**src/rtl/hpi_pkg.sv**
```systemverilog
// Shared widths and response-FSM state encoding for the HPI read responder.
package hpi_pkg;
  localparam int HPI_DATA_W = 64;
  localparam int HPI_ADDR_W = 64;

  typedef enum logic [1:0] {RSP_IDLE, RSP_WAIT, RSP_RESP} rsp_state_t;
endpackage

```
**src/rtl/hpi_rd_responder_if.sv**
```systemverilog
// Master read port between the driver (master) and the responder (slave).
// master_err exists only when HPI_RESP_OOR_EN is defined.
interface hpi_rd_responder_if;
  import hpi_pkg::*;

  logic [HPI_ADDR_W-1:0] master_addr;
  logic                  master_rd;
  logic [HPI_DATA_W-1:0] master_data_out;
  logic                  master_data_out_val;
`ifdef HPI_RESP_OOR_EN
  logic                  master_err;

  modport master (output master_addr, master_rd,
                  input  master_data_out, master_data_out_val, master_err);
  modport slave  (input  master_addr, master_rd,
                  output master_data_out, master_data_out_val, master_err);
`else
  modport master (output master_addr, master_rd,
                  input  master_data_out, master_data_out_val);
  modport slave  (input  master_addr, master_rd,
                  output master_data_out, master_data_out_val);
`endif
endinterface

```
**src/rtl/hpi_sync_fifo.sv**
```systemverilog
// In-order request queue; one-edge push/pop, a push into a full queue is taken only with a same-edge pop.
// Pointers carry a wrap bit so level = wr_ptr - rd_ptr covers empty through full.
module hpi_sync_fifo #(
  parameter int WIDTH = 64,
  parameter int DEPTH = 4
) (
  input  logic                     clk,
  input  logic                     reset,
  input  logic                     push,
  input  logic                     pop,
  input  logic [WIDTH-1:0]         din,
  output logic [WIDTH-1:0]         dout,
  output logic                     full,
  output logic                     empty,
  output logic [$clog2(DEPTH):0]   level
);
  localparam int AW_F = $clog2(DEPTH);

  logic [AW_F:0]      wr_ptr_q, wr_ptr_d;
  logic [AW_F:0]      rd_ptr_q, rd_ptr_d;
  logic [WIDTH-1:0]   mem_q [DEPTH];
  logic               do_push, do_pop;

  assign level   = wr_ptr_q - rd_ptr_q;
  assign empty   = (wr_ptr_q == rd_ptr_q);
  assign full    = (level == (AW_F+1)'(DEPTH));
  assign dout    = mem_q[rd_ptr_q[AW_F-1:0]];
  assign do_pop  = pop && !empty;
  assign do_push = push && (!full || do_pop);

  always_comb begin
    wr_ptr_d = wr_ptr_q;
    rd_ptr_d = rd_ptr_q;
    if (do_push) wr_ptr_d = wr_ptr_q + 1'b1;
    if (do_pop)  rd_ptr_d = rd_ptr_q + 1'b1;
  end

  always_ff @(posedge clk or negedge reset) begin
    if (!reset) begin
      wr_ptr_q <= '0;
      rd_ptr_q <= '0;
    end else begin
      wr_ptr_q <= wr_ptr_d;
      rd_ptr_q <= rd_ptr_d;
    end
  end

  always_ff @(posedge clk) begin
    if (do_push) mem_q[wr_ptr_q[AW_F-1:0]] <= din;
  end
endmodule

```
**src/rtl/hpi_rd_responder.sv**
```systemverilog
// Memory-model read responder: requests are never stalled, queued in order, answered LATENCY+1 edges after pop.
// HPI_RESP_OOR_EN adds master_err and zero data for addresses >= DEPTH; otherwise the index wraps.
module hpi_rd_responder
  import hpi_pkg::*;
#(
  parameter int DEPTH      = 16,
  parameter int FIFO_DEPTH = 4,
  parameter int LATENCY    = 3,
  localparam int AW        = $clog2(DEPTH),
  localparam int LW        = $clog2(FIFO_DEPTH) + 1
) (
  input  logic                   clk,
  input  logic                   reset,
  hpi_rd_responder_if.slave      bus,
  input  logic [AW-1:0]          ld_addr,
  input  logic                   ld_wr,
  input  logic [HPI_DATA_W-1:0]  ld_data,
  output logic                   ovf,
  input  logic                   ovf_clr,
  output logic [LW-1:0]          fifo_level
);
  localparam int CW = $clog2(LATENCY + 1);

  rsp_state_t              state_q, state_d;
  logic [CW-1:0]           cnt_q, cnt_d;
  logic [HPI_ADDR_W-1:0]   addr_q, addr_d;
  logic [HPI_DATA_W-1:0]   data_q, data_d;
  logic                    val_q, val_d;
  logic                    ovf_q, ovf_d;
  logic [HPI_DATA_W-1:0]   ram_q [DEPTH];

  logic                    fifo_full, fifo_empty, fifo_pop, push_drop, rd_fire;
  logic [HPI_ADDR_W-1:0]   fifo_dout;
  logic [HPI_DATA_W-1:0]   rd_data_c;

  assign push_drop = bus.master_rd && fifo_full && !fifo_pop;

  hpi_sync_fifo #(.WIDTH(HPI_ADDR_W), .DEPTH(FIFO_DEPTH)) u_req_fifo (
    .clk   (clk),
    .reset (reset),
    .push  (bus.master_rd && !push_drop),
    .pop   (fifo_pop),
    .din   (bus.master_addr),
    .dout  (fifo_dout),
    .full  (fifo_full),
    .empty (fifo_empty),
    .level (fifo_level)
  );

`ifdef HPI_RESP_OOR_EN
  logic oor_c, err_q, err_d;
  assign oor_c          = (addr_q >= HPI_ADDR_W'(DEPTH));
  assign rd_data_c      = oor_c ? '0 : ram_q[addr_q[AW-1:0]];
  assign err_d          = rd_fire && oor_c;
  assign bus.master_err = err_q;

  always_ff @(posedge clk or negedge reset) begin
    if (!reset) err_q <= 1'b0;
    else        err_q <= err_d;
  end
`else
  logic unused_addr_hi;
  assign unused_addr_hi = ^addr_q[HPI_ADDR_W-1:AW];
  assign rd_data_c      = ram_q[addr_q[AW-1:0]];
`endif

  always_comb begin
    state_d  = state_q;
    cnt_d    = cnt_q;
    addr_d   = addr_q;
    data_d   = data_q;
    val_d    = 1'b0;
    fifo_pop = 1'b0;
    rd_fire  = 1'b0;
    case (state_q)
      RSP_IDLE: begin
        if (!fifo_empty) begin
          fifo_pop = 1'b1;
          addr_d   = fifo_dout;
          cnt_d    = CW'(LATENCY - 1);
          state_d  = RSP_WAIT;
        end
      end
      RSP_WAIT: begin
        if (cnt_q != '0) begin
          cnt_d = cnt_q - 1'b1;
        end else begin
          rd_fire = 1'b1;
          data_d  = rd_data_c;
          val_d   = 1'b1;
          state_d = RSP_RESP;
        end
      end
      RSP_RESP: begin
        // Back-to-back service: pop the next request on the strobe cycle.
        if (!fifo_empty) begin
          fifo_pop = 1'b1;
          addr_d   = fifo_dout;
          cnt_d    = CW'(LATENCY - 1);
          state_d  = RSP_WAIT;
        end else begin
          state_d = RSP_IDLE;
        end
      end
      default: state_d = RSP_IDLE;
    endcase
  end

  // A drop on the same edge as ovf_clr keeps the flag set.
  assign ovf_d = push_drop ? 1'b1 : (ovf_clr ? 1'b0 : ovf_q);

  always_ff @(posedge clk or negedge reset) begin
    if (!reset) begin
      state_q <= RSP_IDLE;
      cnt_q   <= '0;
      addr_q  <= '0;
      data_q  <= '0;
      val_q   <= 1'b0;
      ovf_q   <= 1'b0;
    end else begin
      state_q <= state_d;
      cnt_q   <= cnt_d;
      addr_q  <= addr_d;
      data_q  <= data_d;
      val_q   <= val_d;
      ovf_q   <= ovf_d;
    end
  end

  // Read-before-write: the read above samples the pre-write contents.
  always_ff @(posedge clk) begin
    if (ld_wr) ram_q[ld_addr] <= ld_data;
  end

  assign bus.master_data_out     = data_q;
  assign bus.master_data_out_val = val_q;
  assign ovf                     = ovf_q;
endmodule

```
**src/flat_wrapper.sv**
```systemverilog
// flat-port wrapper written by rule: the top's interface ports become plain ports
module hpi_rd_responder_flat import hpi_pkg::*;
#(
  parameter int DEPTH      = 16,
  parameter int FIFO_DEPTH = 4,
  parameter int LATENCY    = 3,
  localparam int AW        = $clog2(DEPTH),
  localparam int LW        = $clog2(FIFO_DEPTH) + 1
)
  (clk, reset, ld_addr, ld_wr, ld_data, ovf, ovf_clr, fifo_level, bus_master_addr, bus_master_rd, bus_master_data_out, bus_master_data_out_val);
  hpi_rd_responder_if bus_i ();
  input  logic clk;
  input  logic reset;
  input  logic [AW-1:0] ld_addr;
  input  logic ld_wr;
  input  logic [HPI_DATA_W-1:0] ld_data;
  output logic ovf;
  input  logic ovf_clr;
  output logic [LW-1:0] fifo_level;
  input wire logic [$bits(bus_i.master_addr)-1:0] bus_master_addr;
  input wire logic [$bits(bus_i.master_rd)-1:0] bus_master_rd;
  output wire logic [$bits(bus_i.master_data_out)-1:0] bus_master_data_out;
  output wire logic [$bits(bus_i.master_data_out_val)-1:0] bus_master_data_out_val;
  assign bus_i.master_addr = bus_master_addr;
  assign bus_i.master_rd = bus_master_rd;
  assign bus_master_data_out = bus_i.master_data_out;
  assign bus_master_data_out_val = bus_i.master_data_out_val;
  hpi_rd_responder #(.DEPTH(DEPTH), .FIFO_DEPTH(FIFO_DEPTH), .LATENCY(LATENCY)) u_core (.clk(clk), .reset(reset), .bus(bus_i), .ld_addr(ld_addr), .ld_wr(ld_wr), .ld_data(ld_data), .ovf(ovf), .ovf_clr(ovf_clr), .fifo_level(fifo_level));
endmodule
```
**config.mk**
```make
export PLATFORM = sky130hd
export DESIGN_NAME = hpi_rd_responder_flat
export DESIGN_NICKNAME = d
export VERILOG_FILES = /design/src/rtl/hpi_pkg.sv /design/src/rtl/hpi_rd_responder_if.sv /design/src/rtl/hpi_sync_fifo.sv /design/src/rtl/hpi_rd_responder.sv /design/src/flat_wrapper.sv
export SDC_FILE = /design/constraint.sdc
export NUM_CORES = 1
export LEC_CHECK = 0
export BUFFER_PORTS_ARGS = -buffer_cell sky130_fd_sc_hd__clkbuf_2
export CAP_MARGIN = 30
export CORE_UTILIZATION = 61
export DETAILED_ROUTE_END_ITERATION = 12
export PLACE_DENSITY = 0.9
export RECOVER_POWER = 50
export SLEW_MARGIN = 20
export SYNTH_ARGS = -nofsm -noshare
export SYNTH_HDL_FRONTEND = slang
export SYNTH_SLANG_ARGS = --single-unit
```
**constraint.sdc**
```tcl
create_clock -name clk -period 2.5 [get_ports clk]
set_input_delay 0.25 -clock clk [delete_from_list [all_inputs] [get_ports clk]]
set_output_delay 0.25 -clock clk [all_outputs]
set_load 0.03 [all_outputs]
```
# After elaboration in Yosys (flattened, before gate mapping)
# Memory sizes are Yosys's and may differ from the RTL's. A register that Yosys moved wholly into a read port is not among the register bits.
# Cells that the tools add are included.
[word_totals]
register_bits = 12
ramBits = 1280
inputBits = 137
out_inout_bits = 69
wordCells = 60
memories = 2
[op_classes]
n_addsub = 4
n_eq_ne = 8
mux = 17
bitwise_logic = 2
n_reduce_logical = 21
[memory_table]
columns = ["memory", "depth", "word_bits", "rd", "rd_clocked_by_memory_dff", "write_ports", "line_no", "rtl"]
rows = [
  ["u_core.ram_q", 16, 64, 1, 1, 1, "hpi_rd_responder.sv:30", "logic [HPI_DATA_W-1:0] ram_q [DEPTH];"],
  ["u_core.u_req_fifo.mem_q", 4, 64, 1, 1, 1, "hpi_sync_fifo.sv:21", "logic [WIDTH-1:0] mem_q [DEPTH];"],
]
[op_table]
columns = ["cell", "count"]
rows = [
  ["$mux W1", 11],
  ["$mux W2", 4],
  ["$add A3 B1 Y3 const B", 2],
  ["$logic_not A1 Y1", 6],
  ["$ne A2 B2 Y1 const B", 3],
  ["$pmux W2 S3", 1],
  ["$reduce_and A2 Y1", 3],
  ["$reduce_bool A2 Y1", 3],
  ["$logic_and A1 B1 Y1", 5],
  ["$pmux W2 S2", 1],
  ["$eq A3 B3 Y1", 1],
  ["$eq A3 B3 Y1 const B", 1],
  ["$reduce_and A3 Y1", 1],
  ["$sub A3 B3 Y3", 1],
  ["$eq A2 B1 Y1 const B", 1],
  ["$eq A2 B2 Y1 const B", 1],
  ["$logic_not A2 Y1", 1],
  ["$ne A2 B1 Y1 const B", 1],
  ["$not A1 Y1", 2],
  ["$reduce_or A2 Y1", 1],
  ["$sub A2 B1 Y2 const B", 1],
  ["$logic_or A1 B1 Y1", 1],
]

# Depth between registers and ports, before layout
# Gate-level depths: netlist of run 1.
[depth]
word_depth = 10
depth_mapped = 9
ltp_nobuf = 7

# Modules after synthesis
# Synthesis of run 1 repeated with hierarchy kept, for this count alone.
[hier_totals]
hier_cells = 2487
area_unflattened_um2 = 51180.3
[by_module_without_submodules]
columns = ["mod", "n_inst", "cells_each", "area_each_um2", "seq_area_each_um2"]
rows = [
  ["hpi_rd_responder", 1, 2113, 41511.1, 32601.3],
  ["hpi_sync_fifo", 1, 374, 9669.3, 7837.5],
]

# Least setup slack after synthesis of run 1
# OpenSTA, ideal clock, no wires.
[synth_path]
kind = "input to register"
start = "input ld_addr[3]"
end = "memory u_core.ram_q[0][0] (enable)"
setup_time_ns = 0.565
arrival_ns = 5.113
required_time_ns = 1.935
path_slack_ns = -3.179
path_stages = 2
path_buffers = 0
cell_sequence = "or3b_2 nor3_1"
[synth_rtl]
columns = ["item", "line_no", "rtl"]
rows = [
  ["start: declaration", "flat_wrapper.sv:14", "input logic [AW-1:0] ld_addr;"],
  ["end: declaration", "hpi_rd_responder.sv:30", ""],
]
# No word-level cell before the write port.

# Worst setup path in the final report of run 1
[layout_path]
start = "register u_core.u_req_fifo.rd_ptr_q[1]"
end = "memory u_core.u_req_fifo.mem_q[0][1] (enable)"
[layout_via]
elab_chain_len = 10
word_cells_on_any_way = 17
classes_between = "add/sub: 1; eq/ne: 2; mux: 4; reduce/logical: 10"
[layout_rtl]
columns = ["item", "line_no", "rtl"]
rows = [
  ["start: declaration", "hpi_sync_fifo.sv:20", "logic [AW_F:0] rd_ptr_q, rd_ptr_d;"],
  ["start signal: assignment", "hpi_sync_fifo.sv:44", "rd_ptr_q <= rd_ptr_d;"],
  ["parallel branches: the longest is 7 deep, another holds $sub A3 B3 Y3", "n/a", ""],
  ["$logic_and A1 B1 Y1 *", "hpi_sync_fifo.sv:29", "assign do_push = push && (!full || do_pop);"],
  ["$mux W1 *", "hpi_sync_fifo.sv:49", "if (do_push) mem_q[wr_ptr_q[AW_F-1:0]] <= din;"],
  ["$mux W1 (not written as such) *", "hpi_sync_fifo.sv:49", ""],
  ["end: declaration", "hpi_sync_fifo.sv:21", ""],
]
# Mark *: on every way between the ends.

==> qor.yml, run 1 <==
timing:
  fin_hold_ws_ps: 41.5
  finalHoldViolCount: 0
  layout_min_cycle_time_ps: 2440
  slew-limit-headroom_pct: -8.68
  fmax_mhz: 410
  setup_violations: 0
  finalMaxSlewViolations: 36
  period_share_pct: 97.5
  worstMarginPinSlew_ps: 1630
  final.setup_skew_ps: 24.7
cts:
  cts_tree: "built"
  clkTransAtPathRegs_ps: 70
  htreeDepth: 3
  cts_made_buffers: 104
  clk_latency_ps: 670
  clockBufferDepth: 3
  clockRootBuffer: "clkbuf_16"
  cts.sinks: 1120
yosys:
  synth_top_cell_by_area: "edfxtp_1"
  yosysWarnings: 0
  ys_seq_area_share_pct: 78.5
  synth_cells: 1954
  syn-cell-area_um2: 42300
  synth_top_cell_area_share_pct: 73.8
  ys.flop_type: "edfxtp_1"
  synthesis.nets: 2100
  avgSynthCellArea_um2: 21.7
  synth_edf_count: 1040
  synthTopCellsByArea: "edfxtp_1 74%, mux4_2 10%, dfrtp_1 4.7%"
  netlist-cell-type-count: 36
  synthArstFlopShare_pct: 7.14
  ys_seq_elements: 1120
cells_and_area:
  final_common_cell: "edfxtp_1"
  final_cell_mix: "1,040 x edfxtp_1, 196 x mux4_2, 129 x mux2i_1"
  layout-drive-gt1-share_pct: 27.1
  design_area_um2: 49100
  area_growth_pct: 16.1
  nNetsFinal: 2387
place:
  place_area_um2: 45400
  gp_congestion: 0.774
  place_hpwl_mm: 52.5
  io_buffers: 145
floorplan:
  pin_count: 206
  initial_utilization_pct: 61.7
  fp.coreArea_um2: 68600
  rows: 96
  die_w_um: 265
  die_h_um: 265
  die_area_um2: 70500
route:
  route.vias.total: 22700
  wl_met3_mm: 11.2
  top_layer: "met5"
  ant_nets: 0
  drc: 0
  viasPerCell: 6.96
  routed_wirelength_mm: 109
  dr_wl_met2_mm: 55.9
  drtIter0Drc: 3216
  wl_met1_mm: 36.7
  wl_per_cell_um: 33.3
  drtPass1Iterations: 6
critical_path:
  r2r_slack_ps: 60
  critical_path_class: "reg2reg"
  crit_chain: "inv_1, ha_1, o21ai_0, mux2i_1, a31oi_2, and2_1"
  max_stage_delay_ps: 520
  worstRegToRegCells: 6
  start_kind: "register"
  worst_setup_path_end_kind: "register"
  cp_max_fo: 7
  r2r_start: "u_core.u_req_fifo.rd_ptr_q[1]"
  cp.arrival_ps: 2780
  slowest_stage: "dfrtp_2"
  cp_top_family: "compound AO/OA/AOI/OAI gates"
  r2r-end: "u_core.u_req_fifo.mem_q[0][1]"
  cp.required_ps: 2840
  crit_buf_inv: 1
power_and_ir_drop:
  intPower_mw: 37.4
  comb_power_share_pct: 27.8
  p_sw_mw: 16.2
  netSwitchingFraction_pct: 30.2
  p_seq_share_pct: 42.0
  power_density_nw_per_um2: 1090
  vdd_drop_max_mv: 0.748
  p_leak_nw: 16.5
  clkPwrFrac_pct: 30.2
status:
  violations: "max-capacitance violations, max-slew violations"
  status: "finished, violations left"
hold_path:
  min_to: "u_core.u_req_fifo.wr_ptr_q[0]"
  holdPathStages: 4
  min_from: "bus_master_rd"
  hold_path.class: "in2reg"
job:
  drv_cap: 1
global_routing:
  grt_max_degree: 66
  first_global_vias: 23700
  gr-total-overflow: 0
  antenna_found_initial: 5
  grt_pass1_wl_mm: 155
  grt_util_all_layers_pct: 30.5
-- Yosys cell counts (3+ instances only) --
master,instances
edfxtp_1,1040
mux4_2,196
mux2i_1,129
dfrtp_1,80
mux2_2,69
nand2_1,69
o21ai_0,67
a221oi_1,63
a22oi_1,63
clkbuf_1,56
buf_2,38
nor2_1,12
inv_1,11
buf_6,8
ha_1,8
and2_1,5
nor3_1,5
buf_4,4
nand3b_1,4
xnor2_1,4
buf_1,3
nand2b_1,3
-- worst max-delay path by stage --
stage | startpoint | end | depth (start not counted)
2_1_floorplan | ld_addr[3] | u_core.ram_q[1][0] | 2
3_3_place_gp | u_core.u_req_fifo.wr_ptr_q[0] | u_core.u_req_fifo.mem_q[2][0] | 7
3_5_place_dp | u_core.u_req_fifo.wr_ptr_q[0] | u_core.u_req_fifo.mem_q[1][1] | 7
4_1_cts | u_core.u_req_fifo.wr_ptr_q[0] | fifo_level[2] | 5
5_1_grt | u_core.u_req_fifo.wr_ptr_q[0] | u_core.ovf | 8
6_report | u_core.u_req_fifo.rd_ptr_q[1] | u_core.u_req_fifo.mem_q[0][1] | 6
-- metrics by stage --
| stage | utilization [%] | power, mW | cells | setup TNS [ps] | worst slack (ps) |
|---|---|---|---|---|---|
| 2_1_floorplan | - | 32.3 | 1954 | -91350 | -281 |
| 3_3_place_gp | 66.2 | 36.0 | 3023 | 0 | 210 |
| 3_5_place_dp | 66.2 | 36.7 | 3023 | 0 | 13.7 |
| 4_1_cts | 71.8 | 53.2 | 3254 | 0 | 59.0 |
| 5_1_grt | 71.7 | 55.0 | 3264 | -49.7 | -43.2 |
| 6_report | 71.7 | 53.6 | 3264 | 0 | 61.5 |
-- power groups by stage --
stage	combinational, mW	sequential, mW	clock, mW
finish	14.9	22.5	16.2
global route	15.5	22.5	16.9
CTS	14.5	22.5	16.2
detailed placement	13.9	22.8	0
global placement	13.2	22.7	0
floorplan	9.02	23.3	0
-- layer usage --
layer | global-route usage [%] | up-vias
met3 | 5.54 | 322
met1 | 38.2 | 11700
met5 | 0 | -
met2 | 52.3 | 1965
met4 | 14.0 | 4
li1 | - | 8720
-- state kept, by name (all words and copies together) (netlist names) --
name and cells:
u_core.addr_q 4, u_core.bus.master_data_out 64, u_core.bus.master_data_out_val 1, u_core.cnt_q 2
u_core.ovf 1, u_core.ram_q 1024, u_core.state_q 2, u_core.u_req_fifo.mem_q 16
u_core.u_req_fifo.rd_ptr_q 3, u_core.u_req_fifo.wr_ptr_q 3
-- worst min-delay path, cell delays in order --
cell	delay [ps]
clkbuf_2	100
inv_1	70
a31oi_2	80
xnor2_1	150
-- cell families (layout without fill, tap and decap cells) --
family	after synthesis	count (layout)	synth area share, %
flops	1120	1120	78.5
compound gates	199	199	3.32
fa+ha+maj	9	9	0.284
mux	394	394	15.3
simple gates	106	106	1.10
xor+xnor	6	6	0.124
other cells	0	3	0
buf+inv	120	496	1.35
-- area by class of cell --
| class | instances | area, um2 |
|---|---|---|
| clock buffers | 150 | 2980 |
| repair buffers | 290 | 2560 |
| inverters | 11 | 41.3 |
| well taps | 931 | 1160 |
| clock inverters | 45 | 472 |
| diodes | 3 | 7.51 |
| flip-flops and latches | 1120 | 33200 |
| fillers | 3608 | 19400 |
| multi-input cells | 714 | 8680 |
-- repair_timing --
| item | CTS | global route |
|---|---|---|
| pin swaps | 0 | 1 |
| endpoints found under the setup margin | 13 | 15 |
| buffers inserted | 1 | 7 |
| resized for setup | 2 | 2 |
| hold endpoints to repair | 423 | 0 |
| hold buffers | 35 | 0 |
(Power assumes the default switching activity.)
==> run 2, diff against run 1 <==
--- a/config.mk
+++ b/config.mk
@@ -7,9 +7,9 @@
 export LEC_CHECK = 0
 export BUFFER_PORTS_ARGS = -buffer_cell sky130_fd_sc_hd__clkbuf_2
 export CAP_MARGIN = 30
-export CORE_UTILIZATION = 61
+export CORE_UTILIZATION = 60
 export DETAILED_ROUTE_END_ITERATION = 12
-export PLACE_DENSITY = 0.9
+export PLACE_DENSITY = 0.89
 export RECOVER_POWER = 50
 export SLEW_MARGIN = 20
 export SYNTH_ARGS = -nofsm -noshare
==> run 2 against run 1 <==
  * The run now ends clean
  * Sequential share of layout area about the same
  * Global-route usage increased by 0.38 points
  * Critical path depth unchanged
  * Largest power group unchanged
  * Core utilization decreased by 1.3 points
  * Critical endpoint is now u_core.bus.master_data_out[37]
  * Worst hold slack improved by 70 ps
  * Sequential cell count unchanged
  * Clock power about the same
==> qor.yml, run 2 (synthesis results as in run 1) <==
route:
  wl_per_cell_um: 33.2  # -0.27%
  ant_nets: 0  # unchanged
  wl_met3_mm: 10.7  # -4.6%
  drtPass1Iterations: 5  # -1
  viasPerCell: 6.96  # about the same
  route.vias.total: 22800  # +0.50%
  top_layer: "met5"
  routed_wirelength_mm: 109  # +0.25%
  drc: 0  # unchanged
  dr_wl_met2_mm: 56.8  # +1.7%
  drtIter0Drc: 3389  # +5.4%
  wl_met1_mm: 36.5  # -0.55%
timing:
  layout_min_cycle_time_ps: 2470  # +35.8 ps
  fin_tns_setup_ps: 0  # unchanged
  finalHoldViolCount: 0  # unchanged
  period_share_pct: 99.0  # +1.4 points
  final.setup_skew_ps: 35.7  # +11.1 ps
  finalMaxSlewViolations: 0  # -100%
  slew-limit-headroom_pct: 4.93  # +14 points
  setup_violations: 0  # unchanged
  fmax_mhz: 404  # -1.4%
  worstMarginPinSlew_ps: 1430  # -204 ps
critical_path:
  r2r_start: "u_core.addr_q[1]"
  slowest_stage: "o311ai_0"
  cp_top_family: "buffers and inverters"
  r2r-end: "u_core.bus.master_data_out[37]"
  cp.required_ps: 3020  # +180 ps
  crit_buf_inv: 3  # +2
  start_kind: "register"
  crit_path_end: "u_core.bus.master_data_out[37]"
  crit_top_cell: "buf_4"
  cp.arrival_ps: 2990  # +210 ps
  cp_max_fo: 25  # +18
  worst_setup_path_end_kind: "register"
  crit_start: "u_core.addr_q[1]"
  r2r_slack_ps: 30  # -40 ps
  critical_path_class: "reg2reg"
  path_depth: 6  # unchanged
  crit_chain: "buf_12, buf_4, buf_4, mux2_2, o311ai_0, o221ai_1"
  worstRegToRegCells: 6  # unchanged
  max_stage_delay_ps: 490  # -30 ps
global_routing:
  first_global_vias: 23700  # +0.18%
  grt_pass1_wl_mm: 158  # +2.2%
  grt_max_degree: 66  # unchanged
  gr-total-overflow: 0  # unchanged
  grt_util_all_layers_pct: 30.9  # +0.38 points
  antenna_found_initial: 5  # unchanged
cts:
  clk_latency_ps: 680  # about the same
  cts.sinks: 1120  # unchanged
  cts_made_buffers: 106  # +1.9%
  clockBufferDepth: 3  # unchanged
  cts_tree: "built"
  clockRootBuffer: "clkbuf_16"
  htreeDepth: 3  # unchanged
  clkTransAtPathRegs_ps: 70  # about the same
cells_and_area:
  design_area_um2: 49100  # about the same
  nNetsFinal: 2392  # +0.21%
  layout-drive-gt1-share_pct: 26.8  # -0.24 points
  area_growth_pct: 16.1  # about the same
  final_common_cell: "edfxtp_1"
  final_cell_mix: "1,040 x edfxtp_1, 196 x mux4_2, 129 x mux2i_1"
  fillers: 3800  # +5.3%
  fin_util_pct: 70.3  # -1.3 points
  largest_reg_flops: 1024  # unchanged
  largest_register: "u_core.ram_q"
power_and_ir_drop:
  p_leak_nw: 16.5  # -0.11%
  vdd_drop_max_mv: 0.651  # -13%
  power_density_nw_per_um2: 1090  # -0.25%
floorplan:
  die_w_um: 268  # +0.82%
  die_area_um2: 71600  # +1.7%
  die_h_um: 268  # +0.82%
  pin_count: 206  # unchanged
  rows: 97  # +1.0%
  initial_utilization_pct: 60.6  # -1.2 points
  fp.coreArea_um2: 69900  # +1.9%
status:
  status: "complete, no violations"
place:
  place_area_um2: 45400  # about the same
  gp_congestion: 0.765  # -1.2%
  io_buffers: 145  # unchanged
  place_hpwl_mm: 53.3  # +1.5%
hold_path:
  hold_path.class: "in2reg"
job:
  drv_cap: 0  # -1
## run 2: changes by cell type in the layout (fill, tap and decap cells not counted), moves of 4 or more
cell / before / now
clkinv_1: 10 / 6
clkbuf_1: 100 / 106
dlygate4sd3_1: 35 / 43
clkbuf_8: 14 / 23
bufinv_16: 9 / 3
clkinv_2: 21 / 14
clkinvlp_4: 0 / 5
buf_12: 60 / 54
## run 2: per-layer routing
| layer | track usage [%] | vias to the layer above |
|---|---|---|
| met5 | 0 | - |
| met3 | 5.88 | 356 |
| met2 | 53.1 | 1972 |
| met4 | 13.2 | 8 |
| met1 | 38.7 | 11800 |
| li1 | - | 8726 |
## run 2: layout make-up
class,count,area [um2],area share (%)
sequential,1120,33200,67.6
multi-input combinational,714,8660,17.6
inverter,11,41.3,0.0840
clock inverter,34,305,0.621
timing repair buffer,293,2520,5.12
tap,940,1180,2.39
clock buffer,168,3200,6.51
antenna,1,2.50,0.00509
## run 2: through the flow
stage | instances | worst slack (ps) | hold WS (ps) | total power, mW
2_1_floorplan | 1954 | -281 | -45.6 | 32.3
3_3_place_gp | 3034 | 128 | 171 | 36.1
3_5_place_dp | 3034 | 63.8 | 171 | 36.8
4_1_cts | 3279 | 11.4 | 0.252 | 53.3
5_1_grt | 3281 | -1.66 | 137 | 54.8
6_report | 3281 | 25.7 | 112 | 53.4
## run 2: power by group
group / internal (mW) / leakage (nW) / total (mW) / switching (mW)
registers: 21.6 / 10.4 / 22.5 / 0.915
logic: 6.49 / 4.43 / 14.8 / 8.26
clock network: 9.13 / 1.71 / 16.2 / 7.07
total: 37.2 / 16.5 / 53.4 / 16.3
## run 2: worst min path at each step
stage,from,to,slack [ps],cells after the start
final,ld_data[1],u_core.ram_q[7][1],110,1
after global placement,reset,u_core.bus.master_data_out[27],170,1
after detailed placement,reset,u_core.bus.master_data_out[27],170,1
after global routing,ld_data[27],u_core.ram_q[3][27],140,1
after CTS,ld_data[50],u_core.ram_q[0][50],0.3,1
after floorplan,reset,u_core.addr_q[0],-50,0
## run 2: timing repair
item	in CTS	in global routing
hold endpoints to repair	602	0
setup buffers	0	1
setup endpoints to repair	13	14
pin swaps	1	1
gates resized for setup	3	1
hold buffers	43	0
